--- config.mk ---
export PLATFORM = sky130hd
export DESIGN_NAME = bbs_stream_decoder
export DESIGN_NICKNAME = d
export VERILOG_FILES = /design/src/rtl/bbs_stream_decoder.sv
export SDC_FILE = /design/constraint.sdc
export NUM_CORES = 1
export LEC_CHECK = 0
export CAP_MARGIN = 20
export CORE_ASPECT_RATIO = 0.7
export CORE_MARGIN = 1
export CORE_UTILIZATION = 58
export CTS_BUF_LIST = sky130_fd_sc_hd__clkbuf_2 sky130_fd_sc_hd__clkbuf_4 sky130_fd_sc_hd__clkbuf_8
export CTS_CLUSTER_DIAMETER = 150
export CTS_CLUSTER_SIZE = 8
export DETAILED_ROUTE_END_ITERATION = 10
export PLACE_DENSITY_LB_ADDON = 0.1
export SLEW_MARGIN = 10
export SYNTH_ARGS = -nofsm -noshare
export SYNTH_HDL_FRONTEND = slang
export SYNTH_SLANG_ARGS = --single-unit
--- constraint.sdc ---
create_clock -name clk -period 6.24 [get_ports clk]
set_input_delay 0.624 -clock clk [delete_from_list [all_inputs] [get_ports clk]]
set_output_delay 0.624 -clock clk [all_outputs]
set_load 0.01 [all_outputs]
--- src/rtl/bbs_stream_decoder.sv ---
// bbs_stream_decoder
//   Blum-Blum-Shub stream decoder. A seed x0 is loaded, then each accepted
//   ciphertext byte is XORed with eight keystream bits. Keystream bit k is
//   the LSB of x after its (k+1)-th squaring x <= x*x mod MOD. Each squaring
//   is bit-serial (MSB first, one multiplier bit per cycle), so a byte takes
//   8*SIZE cycles from acceptance to out_valid.
//
// Optional feature: define BBS_DEC_PARITY_EN to add in_parity / parity_err
//   (even parity over in_data plus in_parity, checked at acceptance).
//
// Ports
//   clk        rising-edge clock
//   reset      asynchronous active-low reset
//   seed_load  single-cycle seed load request (IDLE / READY only)
//   seed       seed x0, accepted when 2 <= seed < MOD
//   seed_err   one-cycle pulse after a rejected seed
//   in_valid / in_ready / in_data     ciphertext byte handshake
//   out_valid / out_ready / out_data  plaintext byte handshake
//   state      generator value x, updated only at the end of each squaring
//   in_parity / parity_err            only with BBS_DEC_PARITY_EN
module bbs_stream_decoder #(
    parameter int unsigned SIZE = 16,
    parameter int unsigned MOD  = 40633
) (
    input  logic            clk,
    input  logic            reset,
    input  logic            seed_load,
    input  logic [SIZE-1:0] seed,
    output logic            seed_err,
    input  logic            in_valid,
    output logic            in_ready,
    input  logic [7:0]      in_data,
`ifdef BBS_DEC_PARITY_EN
    input  logic            in_parity,
    output logic            parity_err,
`endif
    output logic            out_valid,
    input  logic            out_ready,
    output logic [7:0]      out_data,
    output logic [SIZE-1:0] state
);

    localparam int unsigned CNT_W = (SIZE > 1) ? $clog2(SIZE) : 1;
    localparam logic [SIZE:0] MOD_X = (SIZE+1)'(MOD);

    typedef enum logic [1:0] {IDLE, READY, SQUARE, OUTPUT} fsm_t;

    fsm_t             fsm_q, fsm_d;
    logic [SIZE-1:0]  x_q, x_d;          // generator value, constant during a squaring
    logic [SIZE-1:0]  acc_q, acc_d;      // partial product of the running squaring
    logic [CNT_W-1:0] bit_cnt_q, bit_cnt_d;
    logic [2:0]       sq_cnt_q, sq_cnt_d;
    logic [7:0]       data_q, data_d;    // captured byte, decoded in place
    logic             seed_err_q, seed_err_d;
`ifdef BBS_DEC_PARITY_EN
    logic             parity_q, parity_d;
`endif

    logic [SIZE:0]    dbl;
    logic [SIZE:0]    sum;
    logic [SIZE-1:0]  step;
    logic             seed_ok;

    assign seed_ok   = (seed >= SIZE'(2)) && ({1'b0, seed} < MOD_X);
    assign in_ready  = (fsm_q == READY) && !seed_load;
    assign out_valid = (fsm_q == OUTPUT);
    assign out_data  = out_valid ? data_q : 8'h00;
    assign seed_err  = seed_err_q;
    assign state     = x_q;
`ifdef BBS_DEC_PARITY_EN
    assign parity_err = out_valid & parity_q;
`endif

    // NOTE: every always_comb output gets a default first so no path can
    // leave it unassigned and infer a latch.
    always_comb begin
        fsm_d      = fsm_q;
        x_d        = x_q;
        acc_d      = acc_q;
        bit_cnt_d  = bit_cnt_q;
        sq_cnt_d   = sq_cnt_q;
        data_d     = data_q;
        seed_err_d = 1'b0;
`ifdef BBS_DEC_PARITY_EN
        parity_d   = parity_q;
`endif

        // One MSB-first interleaved modular multiply step: acc = 2*acc (+x),
        // reduced after both the shift and the add so acc stays below MOD.
        dbl = {acc_q, 1'b0};
        if (dbl >= MOD_X) dbl = dbl - MOD_X;
        sum = dbl + (x_q[bit_cnt_q] ? {1'b0, x_q} : '0);
        if (sum >= MOD_X) sum = sum - MOD_X;
        step = sum[SIZE-1:0];

        unique case (fsm_q)
            IDLE, READY: begin
                if (seed_load) begin
                    if (seed_ok) begin
                        x_d   = seed;
                        fsm_d = READY;
                    end else begin
                        seed_err_d = 1'b1;
                    end
                end else if (fsm_q == READY && in_valid) begin
                    data_d    = in_data;
                    acc_d     = '0;
                    bit_cnt_d = CNT_W'(SIZE - 1);
                    sq_cnt_d  = 3'd0;
                    fsm_d     = SQUARE;
`ifdef BBS_DEC_PARITY_EN
                    parity_d  = ^{in_data, in_parity};
`endif
                end
            end
            SQUARE: begin
                if (bit_cnt_q == '0) begin
                    // Squaring complete: publish x and fold its LSB into the byte.
                    x_d              = step;
                    acc_d            = '0;
                    bit_cnt_d        = CNT_W'(SIZE - 1);
                    data_d[sq_cnt_q] = data_q[sq_cnt_q] ^ step[0];
                    if (sq_cnt_q == 3'd7) fsm_d = OUTPUT;
                    else                  sq_cnt_d = sq_cnt_q + 3'd1;
                end else begin
                    acc_d     = step;
                    bit_cnt_d = bit_cnt_q - CNT_W'(1);
                end
            end
            OUTPUT: begin
                if (out_ready) fsm_d = READY;
            end
            default: fsm_d = IDLE;
        endcase
    end

    // NOTE: state registers use non-blocking assignments so every flop
    // samples pre-edge values regardless of statement order.
    always_ff @(posedge clk or negedge reset) begin
        if (!reset) begin
            fsm_q      <= IDLE;
            x_q        <= '0;
            acc_q      <= '0;
            bit_cnt_q  <= '0;
            sq_cnt_q   <= '0;
            data_q     <= '0;
            seed_err_q <= 1'b0;
`ifdef BBS_DEC_PARITY_EN
            parity_q   <= 1'b0;
`endif
        end else begin
            fsm_q      <= fsm_d;
            x_q        <= x_d;
            acc_q      <= acc_d;
            bit_cnt_q  <= bit_cnt_d;
            sq_cnt_q   <= sq_cnt_d;
            data_q     <= data_d;
            seed_err_q <= seed_err_d;
`ifdef BBS_DEC_PARITY_EN
            parity_q   <= parity_d;
`endif
        end
    end

endmodule

After elaboration in Yosys (flattened, before gate mapping)
Cells that the tools add are included.
Widths: inputs -> output; s select.

storage, ports and cells
  input port bits = 29
  bits in latches = 0
  logic and storage cells = 90
  bits in writable memories = 0
  register bits after elaboration = 50
  memories kept = 0
  memory bits (read-only) = 0
  output and inout bits = 27

operators by class
  reduce and logical (&&, ||, !) cells = 14
  multiply operators = 0
  $add $sub $neg = 5
  bitwise gates (word level) = 1
  shift-type cells = 0
  eq/ne operators = 14
  $lt $le $gt $ge = 7
  mux-type cells = 42
  div/mod/pow operators = 0

operators by type and width
  cell                    number
  $mux 16                 8
  $pmux 16 s2             2
  $ge 17x16->1 const B    2
  $mux 8                  4
  $add 17x16->17          1
  $mux 17                 1
  $sub 17x16->17 const B  1
  $ge 16x2->1 const B     1
  $lt 16x16->1 const B    1
  $pmux 8 s2              1
  $sub 16x16->16 const B  1
  $ne 2x2->1 const B      7
  $mux 2                  6
  $mux 3                  4
  $mux 4                  3
  $reduce_and 5->1        2
  $bwmux 8                1
  $pmux 4 s2              1
  $reduce_and 4->1        2
  $mux 1                  6
  $ne 3x3->1 const B      2
  $pmux 2 s3              1
  $pmux 3 s2              1
  $lt 4x5->1 const B      1
  19 further kinds        23

Depth between registers and ports, before layout
Gate-level depths: netlist of the first run.

  depth in word-level cells = 10
  mapped depth = 23
  gate-level depth less buffers = 22

Worst setup path after synthesis of the first run
OpenSTA, ideal clock, no wires.

  path type = register to register
  from = register acc_q[0]
  to = register data_q[7]
  buffers on the path = 1
  arrival = 4.692 ns
  required time = 6.096 ns
  setup time = 0.144 ns
  clock period less this slack = 4.836 ns
  stages on the path, launching flop included = 21
  path slack = 1.404 ns
  path through = dfrtp_1 > inv_1 > ha_1 > nand4b_1 > a211oi_1 > or3_1 > a21oi_1 > clkinv_1 > ha_1 > fa_1 > a21o_1 > a22o_1 > o31a_1 > buf_6 > a221o_1 > a211o_1 > a32oi_2 > o21a_4 > xnor2_4 > xor2_4 > o311ai_2

between the ends
  longest elaborated chain between the ends = 9
  elaborated cells on any way between the ends = 11
  those cells by class = add/sub: 3; order compare: 2; mux: 5; bitwise: 1

ends and longest elaborated chain
  item                                            line  RTL
  start: declaration                              50    logic [SIZE-1:0] acc_q, acc_d;
  start signal: assignment                        143   acc_q <= '0;
  start signal: assignment                        154   acc_q <= acc_d;
  $sub 17x16->17 or $ge 17x16->1 (tied branches)  91    if (dbl >= MOD_X) dbl = dbl - MOD_X;
  $mux 17 (*)                                     91
  $add 17x16->17 (*)                              92    sum = dbl + (x_q[bit_cnt_q] ? {1'b0, x_q} : '0);
  $ge 17x16->1 or $sub 16x16->16 (tied branches)  93    if (sum >= MOD_X) sum = sum - MOD_X;
  $mux 16 (*)                                     93
  $xor 1x1->1 (*)                                 122   data_d[sq_cnt_q] = data_q[sq_cnt_q] ^ step[0];
  $bwmux 8 (*)                                    122
  $mux 8 (*)                                      117   if (bit_cnt_q == '0) begin
  $pmux 8 s2 (*)                                  96    unique case (fsm_q)
  end signal: assignment                          157   data_q <= data_d;
  end: declaration                                53    logic [7:0] data_q, data_d;

Every way passes the cells marked *; elsewhere a longest branch is shown, timed or not. The select of a mux whose other input is x is not followed.
A chain may end at the register's enable or synchronous reset.

Worst setup path in the final report of the first run
Ends and elaborated chain as after synthesis.

==> run_results.csv, run 1 <==
group,metric,value,unit
detailed_routing,antenna_left,0,
global_route,grt_max_degree,51,
yosys,yosysSeqAreaShare,28.1,%
yosys,yosysTopAreaCellShare,28.1,%
global_route,antenna_found_initial,0,
detailed_routing,drc,0,
power_and_ir_drop,finalPower,3000,µW
timing,setup_slack,0.569,ns
die,die_width,107,µm
status,status,"finished clean",
placement,pre_cts_ws,0.745,ns
clock_network,ctsResizeCount,0,
worst_setup_path,cp_cell_sequence,"inv_1 > ha_1 > nand4b_1 > a211oi_1 > or3_1 > a21oi_1 > clkinv_1 > ha_1 > fa_1 > a21o_1 > a22o_1 > o31a_1 > a31oi_1 > xnor2_1 > o21ai_1 > o21a_4 > xnor2_4 > xor2_4 > o311ai_2",
job,cap_violations,0,
clock_network,ctsHoldBuffers,0,
yosys,synth_area_per_cell,8.22,µm²
yosys,yosys-top-cells-count,"nand2_1 (77), dfrtp_1 (50), o21ai_0 (42), nor2_1 (36), clkbuf_1 (25)",
layout,drive_above_1_share,6.03,%
placement,gp_congestion,0.975,
detailed_routing,drt_iter0_drc,366,
clock_network,cts-root-buf,"clkbuf_8",
timing,grt_setup_unrepaired,"false",
timing,min_period,5.67,ns
clock_network,cts_buffers,5,
timing,tightest_slew,0.992,ns
layout,syn_to_final_growth,15.5,%
clock_network,clkSinkCount,50,
yosys,synthArstFlopShare,100,%
worst_setup_path,crit_path_end_kind,"flop",
timing,max_slew_margin,33.7,%
clock_network,clock_latency,0.31,ns
yosys,ys_top_cells_by_area,"dfrtp_1 (28%), nand2_1 (6.5%), ha_1 (6.2%)",
detailed_routing,routed.top_layer,"met4",
power_and_ir_drop,p_leak,0.00220,µW
worst_setup_path,crit_arrival,5.84,ns
detailed_routing,wl_per_cell,19.4,µm
clock_network,clockBufferDepth,2,
worst_setup_path,slowest_delay,0.45,ns
detailed_routing,via_count,4509,
yosys,synth_edf_count,0,
timing,skew,0.00223,ns
yosys,yosysUniqueCellTypes,65,
layout,diodes,0,
die,rows,26,
clock_network,h-tree-depth,2,
yosys,yosysMostFrequentCell,"nand2_1",
timing,setup_viol,0,
placement,detailed_place_hpwl,10100,µm
power_and_ir_drop,vdd_drop_max,362,µV
die,die-area,0.00804,mm²
layout,nets,631,
yosys,syn_inst,542,
global_route,grt_util_all_layers,33.7,%
worst_setup_path,critPathLaunchType,"flop",
clock_network,postCtsSetupBuffers,0,
global_route,grt_first_pass_wirelength,20700,µm
timing,fmax,176,MHz
yosys,yosys.area.top_type,"dfrtp_1",
timing,hold_viol_final,0,
worst_setup_path,critPathSlowestCell,"a21oi_1",
die,core-area,0.00735,mm²
hold_path,hold_path_class,"in -> async",
detailed_routing,drt_wl_total,13200,µm
detailed_routing,m1WireLength,6260,µm
global_route,first_global_vias,3986,
worst_setup_path,path_class,"reg -> reg",
yosys,ys.flop_type,"dfrtp_1",
yosys,syn-num-nets,594,
timing,drv_slew,0,
power_and_ir_drop,p_per_area,583,mW/mm²
timing,fin_crit_sh,90.9,%
yosys,synth_seq_cells,50,
worst_setup_path,worstPathMaxFanout,10,
clock_network,clk_pin_slew,0.09,ns
worst_setup_path,worstPathRequired,6.40,ns
detailed_routing,viasPerCell,6.65,
detailed_routing,drt-pass1-iter-count,7,
die,chipHeight,75.3,µm
die,ios,56,
yosys,yosys_warnings,0,
detailed_routing,wl_met3,1250,µm
clock_network,cts_tree,"yes",
timing,setup_tns,0,ns
worst_setup_path,critPathMostFrequentCell,"ha_1",
die,initial_core_util,60.6,%
placement,io_buffers,55,
global_route,grt_overflow,0,
detailed_routing,wl_met2,5580,µm
yosys,syn_area,0.00445,mm²
## final cells by class
| class | instances | area [µm²] |
|---|---|---|
| well taps | 98 | 123 |
| flip-flops and latches | 50 | 1250 |
| clock inverters | 1 | 30.0 |
| fillers | 654 | 2210 |
| clock buffers | 7 | 83.8 |
| repair buffers | 60 | 583 |
| multi-input cells | 444 | 3000 |
| inverters | 18 | 67.6 |
## power by group
part	switching [µW]	internal, µW
combinational	1240	847
clock	112	129
sequential	216	451
total	1570	1430
## registers in the layout (all words and copies together) (netlist names)
signal,count
acc_q,16
bit_cnt_q,4
data_q,8
fsm_q,2
seed_err,1
sq_cnt_q,3
state,16
## cells in the final DEF, fill, tap and decap left out, drive strengths merged, types with 7 or more instances in the layout
cell type / count
o221ai: 15
a31oi: 7
o211ai: 11
o21ai: 48
xnor2: 24
nand4: 9
or3: 8
nor2: 36
clkdlybuf4s50: 54
and3: 15
inv: 17
nand2: 77
dfrtp: 50
clkbuf: 7
and2: 21
a21o: 9
a21oi: 19
nor3: 8
xor2: 10
ha: 22
nand3: 17
## logic make-up after synthesis
kind of cell	synth area share, %
adder cells (fa/ha/maj)	6.63
multiplexers	3.20
flip-flops	28.1
buffers and inverters	4.44
XOR/XNOR	7.53
AO/OA/AOI/OAI	26.1
AND/OR/NAND/NOR	24.0
## critical path: cells and delay by family, from the launching register on
kind / cells / cell delay [ns]
DFF: 1 / 0.44
adders and majority gates: 3 / 0.95
buffers and inverters: 2 / 0.45
and+or+nand+nor: 2 / 0.48
xor gates and xnor gates: 3 / 0.87
AOI/OAI and AO/OA: 9 / 2.31
## path summary, 6_finish.rpt
check	start	end	slack [ns]	cells after the start
worst max register to register	acc_q[0]	data_q[7]	0.57	19
min in group clk	bit_cnt_q[2]	bit_cnt_q[2]	0.56	1
worst min-delay path	reset	acc_q[13]	0.41	2
max in group asynchronous	reset	state[15]	5.38	2
worst min register to register	bit_cnt_q[2]	bit_cnt_q[2]	0.56	1
worst max-delay path	acc_q[0]	data_q[7]	0.57	19
## layer usage
metal,vias to the layer above,track usage (%)
met4,0,4.72
met5,-,0
li1,2093,-
met2,235,50.5
met1,2162,51.1
met3,19,7.53
## stage by stage
step	instances	instance area (µm²)	hold WS [ns]	utilization (%)
after CTS	678	5140	0.447	69.9
after global placement	670	5030	0.523	68.4
after detailed placement	670	5030	0.539	68.4
after floorplan	542	4450	0.328	-
final	678	5140	0.406	69.9
after global routing	678	5140	0.469	69.9
(Power assumes the default switching activity.)
==> inputs of run 2 (changes only) <==
Settings changed: ABC_AREA from default to 1, CORE_UTILIZATION 58 to 59.
==> run_results.csv, run 2 <==
group,metric,value,unit
yosys,yosysSeqAreaShare,25.2,%
worst_setup_path,worstPathRequired,6.45,ns
die,initial_core_util,61.9,%
placement,io_buffers,55,
worst_setup_path,crit_arrival,5.32,ns
die,die_width,112,µm
clock_network,clkSinkCount,50,
global_route,grt_first_pass_wirelength,25200,µm
layout,diodes,0,
die,ios,56,
hold_path,hold_path_class,"in -> async",
layout,fin_util,70.7,%
worst_setup_path,critPathMostFrequentCell,"nand2_1",
clock_network,postCtsSetupBuffers,0,
clock_network,cts-root-buf,"clkbuf_8",
status,status,"finished clean",
clock_network,h-tree-depth,2,
yosys,synth_area_per_cell,6.15,µm²
global_route,first_global_vias,5228,
clock_network,cts_buffers,5,
timing,setup_tns,0,ns
global_route,grt_overflow,0,
timing,min_period,5.11,ns
die,die-area,0.00878,mm²
clock_network,ctsHoldBuffers,0,
die,chipHeight,78.7,µm
worst_setup_path,crit_path_end_kind,"flop",
yosys,syn_inst,806,
clock_network,clock_latency,0.32,ns
yosys,yosysUniqueCellTypes,38,
yosys,synth_edf_count,0,
layout,mostFrequentLayoutCells,"nand2_1 (192), inv_1 (135), nor2_1 (104), nand3_1 (63), clkdlybuf4s50_1 (54)",
detailed_routing,via_count,5617,
yosys,syn-num-nets,858,
clock_network,clockBufferDepth,2,
layout,nets,907,
yosys,syn_area,0.00496,mm²
yosys,yosysMostFrequentCell,"nand2_1",
global_route,grt_util_all_layers,35.9,%
detailed_routing,viasPerCell,5.87,
timing,grt_setup_unrepaired,"false",
detailed_routing,drt_wl_total,15400,µm
global_route,grt_max_degree,51,
detailed_routing,drt-pass1-iter-count,5,
yosys,yosys-top-cells-count,"nand2_1 (192), inv_1 (135), nor2_1 (104), nand3_1 (63), dfrtp_1 (50)",
clock_network,cts_tree,"yes",
job,cap_violations,0,
global_route,antenna_found_initial,0,
timing,skew,0.00939,ns
layout,syn_to_final_growth,14.2,%
clock_network,ctsResizeCount,0,
yosys,yosys_warnings,0,
worst_setup_path,path_class,"reg -> reg",
yosys,ys_top_cells_by_area,"dfrtp_1 (25%), nand2_1 (15%), inv_1 (10%)",
timing,hold_viol_final,0,
detailed_routing,wl_per_cell,16.0,µm
detailed_routing,antenna_left,0,
timing,tightest_slew,0.890,ns
timing,fin_crit_sh,81.8,%
worst_setup_path,cp.buffers_inverters,3,
yosys,synthArstFlopShare,100,%
yosys,synth_seq_cells,50,
placement,detailed_place_hpwl,12100,µm
timing,drv_slew,0,
worst_setup_path,worstPathMaxFanout,28,
clock_network,clk_pin_slew,0.10,ns
worst_setup_path,critPathLaunchType,"flop",
die,rows,27,
yosys,ys.flop_type,"dfrtp_1",
layout,mostFrequentLayoutCell,"nand2_1",
yosys,yosys.area.top_type,"dfrtp_1",
timing,fmax,196,MHz
detailed_routing,drt_iter0_drc,650,
timing,max_slew_margin,40.6,%
worst_setup_path,crit_family,"simple AND/OR/NAND/NOR gates",
placement,gp_congestion,1.02,
die,core-area,0.00801,mm²
yosys,yosysTopAreaCellShare,25.2,%
timing,setup_viol,0,
detailed_routing,drc,0,
worst_setup_path,critPathSlowestCell,"dfrtp_1",
worst_setup_path,slowest_delay,0.40,ns
layout,drive_above_1_share,7.59,%
## run 2: changes by cell type in the layout (fill, tap and decap cells not counted), moves of 14 or more
cell / delta
inv_1: +118
nor2_1: +68
o221ai_1: -15
nand3_1: +46
nand2_1: +115
a21oi_1: +27
xnor2_1: -23
nand2_2: +20
and3_1: -14
and2_1: -20
## run 2: worst register-to-register path: cells and delay by family (launching register included)
kind / cells / cell delay (ns)
flops: 1 / 0.40
xor+xnor: 2 / 0.42
buf+inv: 3 / 0.32
fa+ha+maj: 2 / 0.58
simple gates: 21 / 2.86
compound gates: 2 / 0.42
## run 2: worst paths after layout
path	startpoint	end	slack, ns	cells past startpoint
max	acc_q[0]	state[10]	1.13	30
min	reset	acc_q[13]	0.42	2
min in group clk	state[6]	state[6]	0.53	2
max reg2reg	acc_q[0]	state[10]	1.13	30
max in group asynchronous	reset	acc_q[0]	5.38	2
min reg2reg	state[6]	state[6]	0.53	2
## run 2: area by class of cell
type / instances / area [µm²]
repair buffers: 58 / 568
flip-flops and latches: 50 / 1250
clock buffers: 6 / 82.6
multi-input cells: 599 / 3090
well taps: 101 / 126
inverters: 141 / 529
clock inverters: 2 / 12.5
fillers: 694 / 2340
## run 2: kinds of logic after synthesis
kind of cell,share of synthesized area (%)
AOI/OAI and AO/OA,14.2
xor gates and xnor gates,3.53
adders and majority gates,5.96
buffers and inverters,12.4
DFF,25.2
and+or+nand+nor,38.7
## run 2: per-layer routing
| metal | track usage, % | up-vias | wire (µm) |
|---|---|---|---|
| met5 | 0 | - | 0 |
| met4 | 8.11 | 0 | 261 |
| met3 | 7.79 | 28 | 1540 |
| met2 | 54.6 | 320 | 6550 |
| met1 | 52.1 | 2601 | 7000 |
| li1 | - | 2668 | - |
## run 2: metrics by stage
stage / cell area (µm²) / setup slack, ns / instances / hold WS (ns)
after floorplan: 4960 / 2.25 / 806 / 0.328
after global placement: 5570 / 1.62 / 949 / 0.490
after detailed placement: 5570 / 1.35 / 949 / 0.499
after CTS: 5660 / 1.30 / 957 / 0.443
after global routing: 5660 / 0.723 / 957 / 0.469
final: 5660 / 1.13 / 957 / 0.418
Power of run 2 is left out: the tool's default activity adds up to more than one toggle a clock period on the data nets, which glitch-free logic cannot reach.
